[config.mk]
export PLATFORM = sky130hd
export DESIGN_NAME = pll_drp_phase_sequencer
export DESIGN_NICKNAME = d
export VERILOG_FILES = /design/src/rtl/pll_drp_phase_sequencer.sv
export SDC_FILE = /design/constraint.sdc
export NUM_CORES = 1
export LEC_CHECK = 0
export BUFFER_PORTS_ARGS = -buffer_cell sky130_fd_sc_hd__buf_2
export CAP_MARGIN = 15
export CORE_ASPECT_RATIO = 0.5
export CORE_MARGIN = 2
export CORE_UTILIZATION = 50
export CTS_CLUSTER_SIZE = 28
export DETAILED_ROUTE_END_ITERATION = 10
export PLACE_DENSITY = 0.74
export SLEW_MARGIN = 20
export SYNTH_ARGS = -nofsm -noshare
export SYNTH_HDL_FRONTEND = slang
export SYNTH_SLANG_ARGS = --single-unit
[constraint.sdc]
create_clock -name clk -period 2.7 [get_ports clk]
set_clock_uncertainty 0.15 [all_clocks]
set_input_delay 0.405 -clock clk [delete_from_list [all_inputs] [get_ports clk]]
set_output_delay 0.405 -clock clk [all_outputs]
set_load 0.01 [all_outputs]
[src/rtl/pll_drp_phase_sequencer.sv]
// Purpose: read-modify-write of one PLLE2_ADV CLKOUT phase (PHASE_MUX, DELAY_TIME) through the DRP port.
// Latency: cfg_en to cfg_done rise is 10 cycles when drp_rdy follows each drp_en by one cycle.
// Backpressure: cfg_busy is high while a request is in flight; cfg_en seen while busy is dropped, not queued.
// Build option: define PLL_DRP_RST_EN to hold the PLL in reset across the writes and then wait for relock.
module pll_drp_phase_sequencer #(
    parameter int unsigned TIMEOUT_CYCLES = 64,   // drp_en to drp_rdy allowance, 2..65535
    parameter int unsigned LOCK_CYCLES    = 4096  // relock allowance, PLL_DRP_RST_EN build only
) (
    input  logic        clk,
    input  logic        rst,
    input  logic        cfg_en,
    input  logic [2:0]  cfg_outsel,
    input  logic [2:0]  cfg_mux,
    input  logic [5:0]  cfg_delay,
    output logic        cfg_busy,
    output logic        cfg_done,
    output logic        cfg_err,
    output logic        drp_en,
    output logic        drp_we,
    output logic [6:0]  drp_addr,
    output logic [15:0] drp_di,
    input  logic [15:0] drp_do,
    input  logic        drp_rdy,
    input  logic        pll_lock,
    output logic        pll_rst
);

    // The timeout fires on the edge where the counter reaches this value, so that
    // cfg_done rises exactly TIMEOUT_CYCLES cycles after the unanswered drp_en rose.
    localparam logic [31:0] TO_LAST = 32'(TIMEOUT_CYCLES - 2);

    typedef enum logic [2:0] {
        IDLE,
        RD1,
        WR1,
        RD2,
        WR2,
`ifdef PLL_DRP_RST_EN
        LOCK,
`endif
        DONE
    } state_t;

    state_t      state_q;
    logic [6:0]  addr1_q;   // CLKOUTn reg1 address; reg2 sits at addr1_q + 1
    logic [2:0]  mux_q;
    logic [5:0]  delay_q;
    logic        err_q;     // outcome reported on the cfg_done cycle
    logic [31:0] cnt_q;     // shared DRP-timeout / relock counter, cleared on every access

    // CLKOUT0..5 reg1 addresses; CLKOUT5 breaks the stride and lives below CLKOUT0.
    function automatic logic [6:0] reg1_addr(input logic [2:0] sel);
        logic [6:0] a;
        case (sel)
            3'd0:    a = 7'h08;
            3'd1:    a = 7'h0A;
            3'd2:    a = 7'h0C;
            3'd3:    a = 7'h0E;
            3'd4:    a = 7'h10;
            3'd5:    a = 7'h06;
            default: a = 7'h00;
        endcase
        return a;
    endfunction

`ifdef PLL_DRP_RST_EN
    localparam logic [31:0] LOCK_LAST = 32'(LOCK_CYCLES - 1);
`else
    // Live phase change: the PLL is never reset, so lock status is irrelevant here.
    logic unused_lock;
    assign unused_lock = pll_lock ^ (LOCK_CYCLES == 0);
    assign pll_rst     = 1'b0;
`endif

    // Request sequencing, DRP handshakes and all registered outputs
    always_ff @(posedge clk or posedge rst) begin
        if (rst) begin
            state_q  <= IDLE;
            addr1_q  <= '0;
            mux_q    <= '0;
            delay_q  <= '0;
            err_q    <= 1'b0;
            cnt_q    <= '0;
            cfg_busy <= 1'b0;
            cfg_done <= 1'b0;
            cfg_err  <= 1'b0;
            drp_en   <= 1'b0;
            drp_we   <= 1'b0;
            drp_addr <= '0;
            drp_di   <= '0;
`ifdef PLL_DRP_RST_EN
            pll_rst  <= 1'b0;
`endif
        end else begin
            // drp_en is a single-cycle strobe issued only on entry to an access state
            drp_en <= 1'b0;
            case (state_q)
                IDLE: begin
                    cfg_done <= 1'b0;
                    cfg_err  <= 1'b0;
                    if (cfg_en) begin
                        addr1_q  <= reg1_addr(cfg_outsel);
                        mux_q    <= cfg_mux;
                        delay_q  <= cfg_delay;
                        cnt_q    <= '0;
                        cfg_busy <= 1'b1;
                        if (cfg_outsel > 3'd5) begin
                            // No such CLKOUT: report failure without touching the DRP
                            err_q   <= 1'b1;
                            state_q <= DONE;
                        end else begin
                            err_q    <= 1'b0;
                            drp_en   <= 1'b1;
                            drp_we   <= 1'b0;
                            drp_addr <= reg1_addr(cfg_outsel);
                            drp_di   <= '0;
`ifdef PLL_DRP_RST_EN
                            pll_rst  <= 1'b1;
`endif
                            state_q  <= RD1;
                        end
                    end
                end

                RD1, WR1, RD2, WR2: begin
                    if (drp_rdy) begin
                        cnt_q <= '0;
                        case (state_q)
                            RD1: begin
                                // Replace PHASE_MUX, keep the rest of reg1 as read
                                drp_en  <= 1'b1;
                                drp_we  <= 1'b1;
                                drp_di  <= {mux_q, drp_do[12:0]};
                                state_q <= WR1;
                            end
                            WR1: begin
                                drp_en   <= 1'b1;
                                drp_we   <= 1'b0;
                                drp_addr <= addr1_q + 7'd1;
                                drp_di   <= '0;
                                state_q  <= RD2;
                            end
                            RD2: begin
                                // Replace DELAY_TIME, keep the rest of reg2 as read
                                drp_en  <= 1'b1;
                                drp_we  <= 1'b1;
                                drp_di  <= {drp_do[15:6], delay_q};
                                state_q <= WR2;
                            end
                            default: begin
                                drp_we   <= 1'b0;
                                drp_addr <= '0;
                                drp_di   <= '0;
`ifdef PLL_DRP_RST_EN
                                pll_rst  <= 1'b0;
                                state_q  <= LOCK;
`else
                                state_q  <= DONE;
`endif
                            end
                        endcase
                    end else if (cnt_q == TO_LAST) begin
                        // DRP never answered; a partial write stays in the PLL
                        err_q   <= 1'b1;
                        state_q <= DONE;
                    end else begin
                        cnt_q <= cnt_q + 32'd1;
                    end
                end

`ifdef PLL_DRP_RST_EN
                LOCK: begin
                    if (pll_lock) begin
                        state_q <= DONE;
                    end else if (cnt_q == LOCK_LAST) begin
                        err_q   <= 1'b1;
                        state_q <= DONE;
                    end else begin
                        cnt_q <= cnt_q + 32'd1;
                    end
                end
`endif

                DONE: begin
                    cfg_done <= 1'b1;
                    cfg_err  <= err_q;
                    cfg_busy <= 1'b0;
                    drp_we   <= 1'b0;
                    drp_addr <= '0;
                    drp_di   <= '0;
                    cnt_q    <= '0;
`ifdef PLL_DRP_RST_EN
                    pll_rst  <= 1'b0;
`endif
                    state_q  <= IDLE;
                end

                default: state_q <= IDLE;
            endcase
        end
    end

endmodule

==> results of run 1 <==
==> cell type report <==
class                           count  area share [%]
Clock buffer                       10            4.71
Clock inverter                      6            1.85
Inverter                           11           0.850
Multi-Input combinational cell    338            39.9
Sequential cell                    75            38.6
Tap cell                          108            2.78
Timing Repair Buffer               87            11.3
==> report_power, final <==
group          leakage (nW)  internal, W  total (W)  switching, W
Sequential             1.00      0.00140    0.00160      0.000200
Clock                 0.153     0.000811    0.00129      0.000475
Combinational          1.26     0.000634    0.00164       0.00100
==> how the worst min path moves through the flow <==
stage / endpoint
2_1_floorplan: mux_q[0]$_DFFE_PP0P_
3_3_place_gp: drp_di[0]$_DFFE_PP0P_
3_5_place_dp: delay_q[4]$_DFFE_PP0P_
4_1_cts: state_q[0]$_DFFE_PP0P_
5_1_grt: state_q[0]$_DFFE_PP0P_
6_report: cnt_q[22]$_DFFE_PP0P_
==> layout by cell type, fill, tap and decap left out, drive strengths merged, types with 2 or more instances in the layout <==
cell / instances
o21ai: 46
or3: 4
nand2: 95
a31oi: 4
dfrtp: 75
mux2i: 10
clkinv: 3
nor2: 15
nand4: 12
and2: 6
and4: 2
a22oi: 2
buf: 87
and3: 17
nor4: 9
mux2: 2
nand3: 19
a32oi: 2
clkbuf: 10
ha: 2
o22ai: 2
conb: 3
a21oi: 15
a21o: 5
nand2b: 2
nor2b: 2
xor2: 2
inv: 11
bufinv: 2
nor3: 13
or4: 6
a211o: 11
o31ai: 13
==> metal layers <==
metal  wire, um  track usage, %  part of all wire (%)
met2       4240            38.7                    45
met5          0               0                     0
met1       4480            33.1                    48
met4         49            5.91                  0.52
met3        627            7.47                   6.7
==> worst register-to-register path, stage by stage, from the launching register on <==
cell,delay [ns]
dfrtp_1,0.37
or4_1,0.58
or4_4,0.63
o21a_4,0.29
and3_2,0.21
a211o_1,0.26
==> flip-flops by register name, summed over array words and instances (netlist names), 3 cells and up <==
signal	count
cnt_q	32
drp_di	16
delay_q	6
drp_addr	5
addr1_q	4
mux_q	3
state_q	3
==> cell families (layout without fill, tap and decap cells) <==
| logic type | after synthesis | after routing | synth area share, % |
|---|---|---|---|
| AO/OA/AOI/OAI | 113 | 113 | 18.6 |
| XOR/XNOR | 2 | 2 | 0.440 |
| adder cells (fa/ha/maj) | 3 | 3 | 0.880 |
| buffers and inverters | 40 | 114 | 4.65 |
| flip-flops | 75 | 75 | 47.1 |
| multiplexers | 12 | 12 | 3.08 |
| other | 1 | 3 | 0.0942 |
| AND/OR/NAND/NOR | 205 | 205 | 25.1 |
==> per-stage QoR <==
| stage | setup TNS (ns) | std cells | power [W] |
|---|---|---|---|
| after floorplan | 0 | 453 | 0.00266 |
| after global placement | 0 | 619 | 0.00322 |
| after detailed placement | -0.00556 | 619 | 0.00325 |
| after CTS | 0 | 635 | 0.00455 |
| after global routing | 0 | 635 | 0.00485 |
| final | 0 | 635 | 0.00453 |
==> results.sh, run 1 <==
export IMPL_status="finished clean"
export IMPL_synth_avg_cell_area_um2=8.83
export IMPL_max_freq_mhz=383
export IMPL_wl_per_cell_um=14.8
export IMPL_layout_setup_ws_ns=0.0874
export IMPL_drc=0
export IMPL_whs_ns=0.0698
export IMPL_dp_slack_ns=-0.00248
export IMPL_holdBufCountCts=0
export IMPL_nNetsFinal=557
export IMPL_drive_gt1_share_pct=23.3
export IMPL_pwr_density_cell_nw_per_um2=932
export IMPL_cellLeakagePower_nw=2.42
export IMPL_via_per_inst=5.70
export IMPL_post_route_util_pct=64.6
export IMPL_clkTransAtPathRegs_ns=0.06
export IMPL_synth_common_cells="95 x nand2_1, 75 x dfrtp_1, 45 x o21ai_0, 19 x clkbuf_1, 19 x nand3_1"
export IMPL_n_fill_cell=616
export IMPL_drtAntennaViolNets=0
export IMPL_clkSinkCount=75
export IMPL_slew_headroom_pct=47.3
export IMPL_clock_path_buffers=2
export IMPL_async_reset_ff_share_pct=100
export IMPL_areaGrowthSynthToFinish_pct=22.0
export IMPL_crit_family="simple AND/OR/NAND/NOR gates"
export IMPL_synth_cell_types=55
export IMPL_grt_pass1_wl_um=16600
export IMPL_wl_um=9410
export IMPL_multiInputGateArea_um2=1940
export IMPL_htree_levels=3
export IMPL_ir_drop_mv=0.619
export IMPL_initial_core_util_pct=53.0
export IMPL_ys_seq_elements=75
export IMPL_diodes=0
export IMPL_crit_path_start="cnt_q[23]$_DFFE_PP0P_"
export IMPL_vias=3617
export IMPL_reg2reg_from="cnt_q[23]$_DFFE_PP0P_"
export IMPL_tightest_slew_ns=0.789
export IMPL_cts_buffers=9
export IMPL_crit_path_max_fanout=14
export IMPL_die_x_um=130
export IMPL_synthFlopType="dfrtp_1"
export IMPL_track_usage_pct=24.4
export IMPL_final_area_um2=4860
export IMPL_cp_start_kind="register"
export IMPL_slew_viol_final=0
export IMPL_clk_latency_ns=0.34
export IMPL_finalSetupViolCount=0
export IMPL_crit_end="cnt_q[20]$_DFFE_PP0P_"
export IMPL_worst_path_buf_inv=0
export IMPL_hold_viol_final=0
export IMPL_place_congestion=0.873
export IMPL_cts_tree="done"
export IMPL_max_cap_violations=0
export IMPL_rows=22
export IMPL_max_stage_delay_ns=0.62
export IMPL_cp_end_kind="register"
export IMPL_port_buffers=57
export IMPL_dp_hpwl_um=6360
export IMPL_worstPathArrival_ns=2.68
export IMPL_post_cts_buffers=0
export IMPL_r2r_cells=5
export IMPL_antenna_found_initial=0
export IMPL_placed_area_um2=4530
export IMPL_synth_top_area_share_pct=47.1
export IMPL_overflow=0
export IMPL_crit_chain="or4_1 -> or4_4 -> o21a_4 -> and3_2 -> a211o_1"
export IMPL_drt_first_pass_iters=5
export IMPL_netlist_instances=451
export IMPL_synth_edff_count=0
export IMPL_hold_class="primary input to asynchronous set/reset pin"
export IMPL_cts_resized=1
export IMPL_post_route_period_util_pct=96.8
export IMPL_r2r_end="cnt_q[20]$_DFFE_PP0P_"
export IMPL_yosysMostFrequentCell="nand2_1"
export IMPL_period_minus_slack_ns=2.61
export IMPL_yosysTopAreaCell="dfrtp_1"
export IMPL_cts_root_buf="clkbuf_16"
export IMPL_drtIter0Drc=242
export IMPL_required_ns=2.77
export IMPL_first_global_vias=3524
export IMPL_yosysWarnings=0
export IMPL_reg2reg_slack_ns=0.09
export IMPL_yosysSeqAreaShare_pct=47.1
export IMPL_core_area_um2=7510
export IMPL_dieHeight_um=67.1
export IMPL_register_area_um2=1880
export IMPL_rsz0062_at_grt="false"
export IMPL_crit_type="register to register"
export IMPL_grt_max_degree=36
export IMPL_yosys_top_cells_area="dfrtp_1 47%, nand2_1 9.0%, o21ai_0 5.7%"
export IMPL_pin_count=62
export IMPL_crit_cells=5
export IMPL_critPathSlowestCell="or4_4"
export IMPL_dieArea_um2=8740
export IMPL_syn_area_um2=3980
No activity file was read; power rests on OpenSTA's default activity.
==> inputs of run 2 (changes only) <==
CORE_UTILIZATION = 51   (was 50)
PLACE_DENSITY = 0.76   (was 0.74)
==> run 2 against run 1 <==
Clock-buffer cell count increased by 1; sequential share of layout area shrank 0.15 points; setup slack improved by 0.0018 ns; final cell count is 2.0% lower; largest power group unchanged.
==> results.sh, run 2 (synthesis results as in run 1) <==
export IMPL_final_cell_mix="95 x nand2_1, 75 x dfrtp_1, 57 x buf_2"
export IMPL_nNetsFinal=557
export IMPL_reg_top3="cnt_q: 32 flops, drp_di: 16 flops, delay_q: 6 flops"
export IMPL_first_global_vias=3549
export IMPL_clk_latency_ns=0.34
export IMPL_drt_first_pass_iters=5
export IMPL_top_register="cnt_q"
export IMPL_vias=3656
export IMPL_whs_ns=0.0998
export IMPL_drive_gt1_share_pct=23.2
export IMPL_largest_reg_flops=32
export IMPL_slew_viol_final=0
export IMPL_worstHoldEndpoint="mux_q[2]$_DFFE_PP0P_"
export IMPL_post_route_period_util_pct=96.7
export IMPL_rsz0062_at_grt="false"
export IMPL_tns_ns=0
export IMPL_overflow=0
export IMPL_grt_pass1_wl_um=16600
export IMPL_slew_headroom_pct=46.7
export IMPL_dieArea_um2=8570
export IMPL_clock_path_buffers=2
export IMPL_dp_hpwl_um=6500
export IMPL_max_freq_mhz=383
export IMPL_pin_count=62
export IMPL_htree_levels=3
export IMPL_wl_um=9690
export IMPL_finalSetupViolCount=0
export IMPL_pwr_density_cell_nw_per_um2=955
export IMPL_required_ns=2.77
export IMPL_placed_area_um2=4510
export IMPL_cts_tree="done"
export IMPL_r2r_end="cnt_q[20]$_DFFE_PP0P_"
export IMPL_rows=22
export IMPL_final_area_um2=4880
export IMPL_r2r_cells=5
export IMPL_crit_path_max_fanout=13
export IMPL_antenna_found_initial=0
export IMPL_hold_class="primary input to register"
export IMPL_track_usage_pct=24.9
export IMPL_drtIter0Drc=314
export IMPL_hold_depth=3
export IMPL_crit_type="register to register"
export IMPL_grt_max_degree=30
export IMPL_dp_slack_ns=0.0145
export IMPL_min_from="cfg_mux[2]"
export IMPL_ir_drop_mv=0.563
export IMPL_max_cap_violations=0
export IMPL_reg2reg_slack_ns=0.09
export IMPL_tightest_slew_ns=0.796
export IMPL_port_buffers=57
export IMPL_cp_start_kind="register"
export IMPL_post_cts_buffers=0
export IMPL_drtAntennaViolNets=0
export IMPL_layout_commonest_cell="nand2_1"
export IMPL_clkSinkCount=75
export IMPL_reg2reg_from="cnt_q[23]$_DFFE_PP0P_"
export IMPL_diodes=0
export IMPL_clkTransAtPathRegs_ns=0.06
export IMPL_status="finished clean"
export IMPL_initial_core_util_pct=53.6
export IMPL_worstPathArrival_ns=2.68
export IMPL_drc=0
export IMPL_hold_viol_final=0
export IMPL_place_congestion=0.855
export IMPL_core_area_um2=7430
export IMPL_wl_per_cell_um=15.6
export IMPL_total_power_w=0.00466
export IMPL_cp_end_kind="register"
export IMPL_dieHeight_um=66.5
export IMPL_cts_buffers=9
export IMPL_via_per_inst=5.88
export IMPL_cts_root_buf="clkbuf_16"
export IMPL_cellLeakagePower_nw=2.43
export IMPL_die_x_um=129
export IMPL_areaGrowthSynthToFinish_pct=22.5
export IMPL_layout_setup_ws_ns=0.0892
export IMPL_period_minus_slack_ns=2.61
-- run 2: cell count changes in the layout (fill, tap and decap cells not counted) --
| cell | previous run | this run |
|---|---|---|
| clkbuf_8 | 0 | 2 |
| dlygate4sd3_1 | 0 | 1 |
| clkinv_2 | 1 | 0 |
| clkinv_4 | 2 | 0 |
| clkbuf_1 | 1 | 0 |
| bufinv_16 | 2 | 3 |
| buf_4 | 27 | 26 |
-- run 2: final cells by class --
type                       instances  area (um2)
timing repair buffer              87         551
fill                             609        2560
multi-input combinational        338        1940
clock inverter                     4        97.6
clock buffer                      11         253
tap                               96         120
sequential                        75        1880
inverter                          11        41.3
-- run 2: per-layer routing --
metal	vias to the layer above	GRT usage (%)	share of wire [%]
met4	0	9.65	1.7
met2	106	40.1	47
met5	-	0	0
met3	15	5.54	5.0
li1	1769	-	-
met1	1766	33.3	46
-- run 2: how the worst max path moves through the flow --
| stage | startpoint | cells after the start | endpoint | slack, ns |
|---|---|---|---|---|
| floorplan | cnt_q[23]$_DFFE_PP0P_ | 7 | cnt_q[18]$_DFFE_PP0P_ | 0.15 |
| global placement | cnt_q[23]$_DFFE_PP0P_ | 5 | cnt_q[25]$_DFFE_PP0P_ | 0.05 |
| detailed placement | cnt_q[23]$_DFFE_PP0P_ | 5 | cnt_q[17]$_DFFE_PP0P_ | 0.01 |
| CTS | cnt_q[23]$_DFFE_PP0P_ | 5 | cnt_q[17]$_DFFE_PP0P_ | 0.1 |
| global route | cnt_q[23]$_DFFE_PP0P_ | 5 | cnt_q[27]$_DFFE_PP0P_ | 0.04 |
| finish | cnt_q[23]$_DFFE_PP0P_ | 5 | cnt_q[20]$_DFFE_PP0P_ | 0.09 |
-- run 2: report_power, final --
part / internal, W / switching, W / total, W / leakage [nW]
Sequential: 0.00140 / 0.000176 / 0.00158 / 1.00
Clock: 0.000948 / 0.000466 / 0.00141 / 0.168
Combinational: 0.000620 / 0.00104 / 0.00166 / 1.26
-- run 2: metrics by stage --
| stage | std cells | util [%] |
|---|---|---|
| floorplan | 453 | - |
| global placement | 606 | 60.7 |
| detailed placement | 606 | 60.7 |
| CTS | 622 | 65.6 |
| global route | 622 | 65.6 |
| finish | 622 | 65.6 |
-- run 2: timing repair --
action                     in CTS  in global routing
hold buffers                    1                  0
setup endpoints to repair       7                  0
hold endpoints to repair       23                  0
gates resized for setup         1                  0
-- run 2: critical path, stage by stage (launching register included) --
cell and delay [ns]:
dfrtp_1 0.38, or4_1 0.58, or4_4 0.62, o21a_4 0.28, and3_2 0.21, a211o_1 0.27
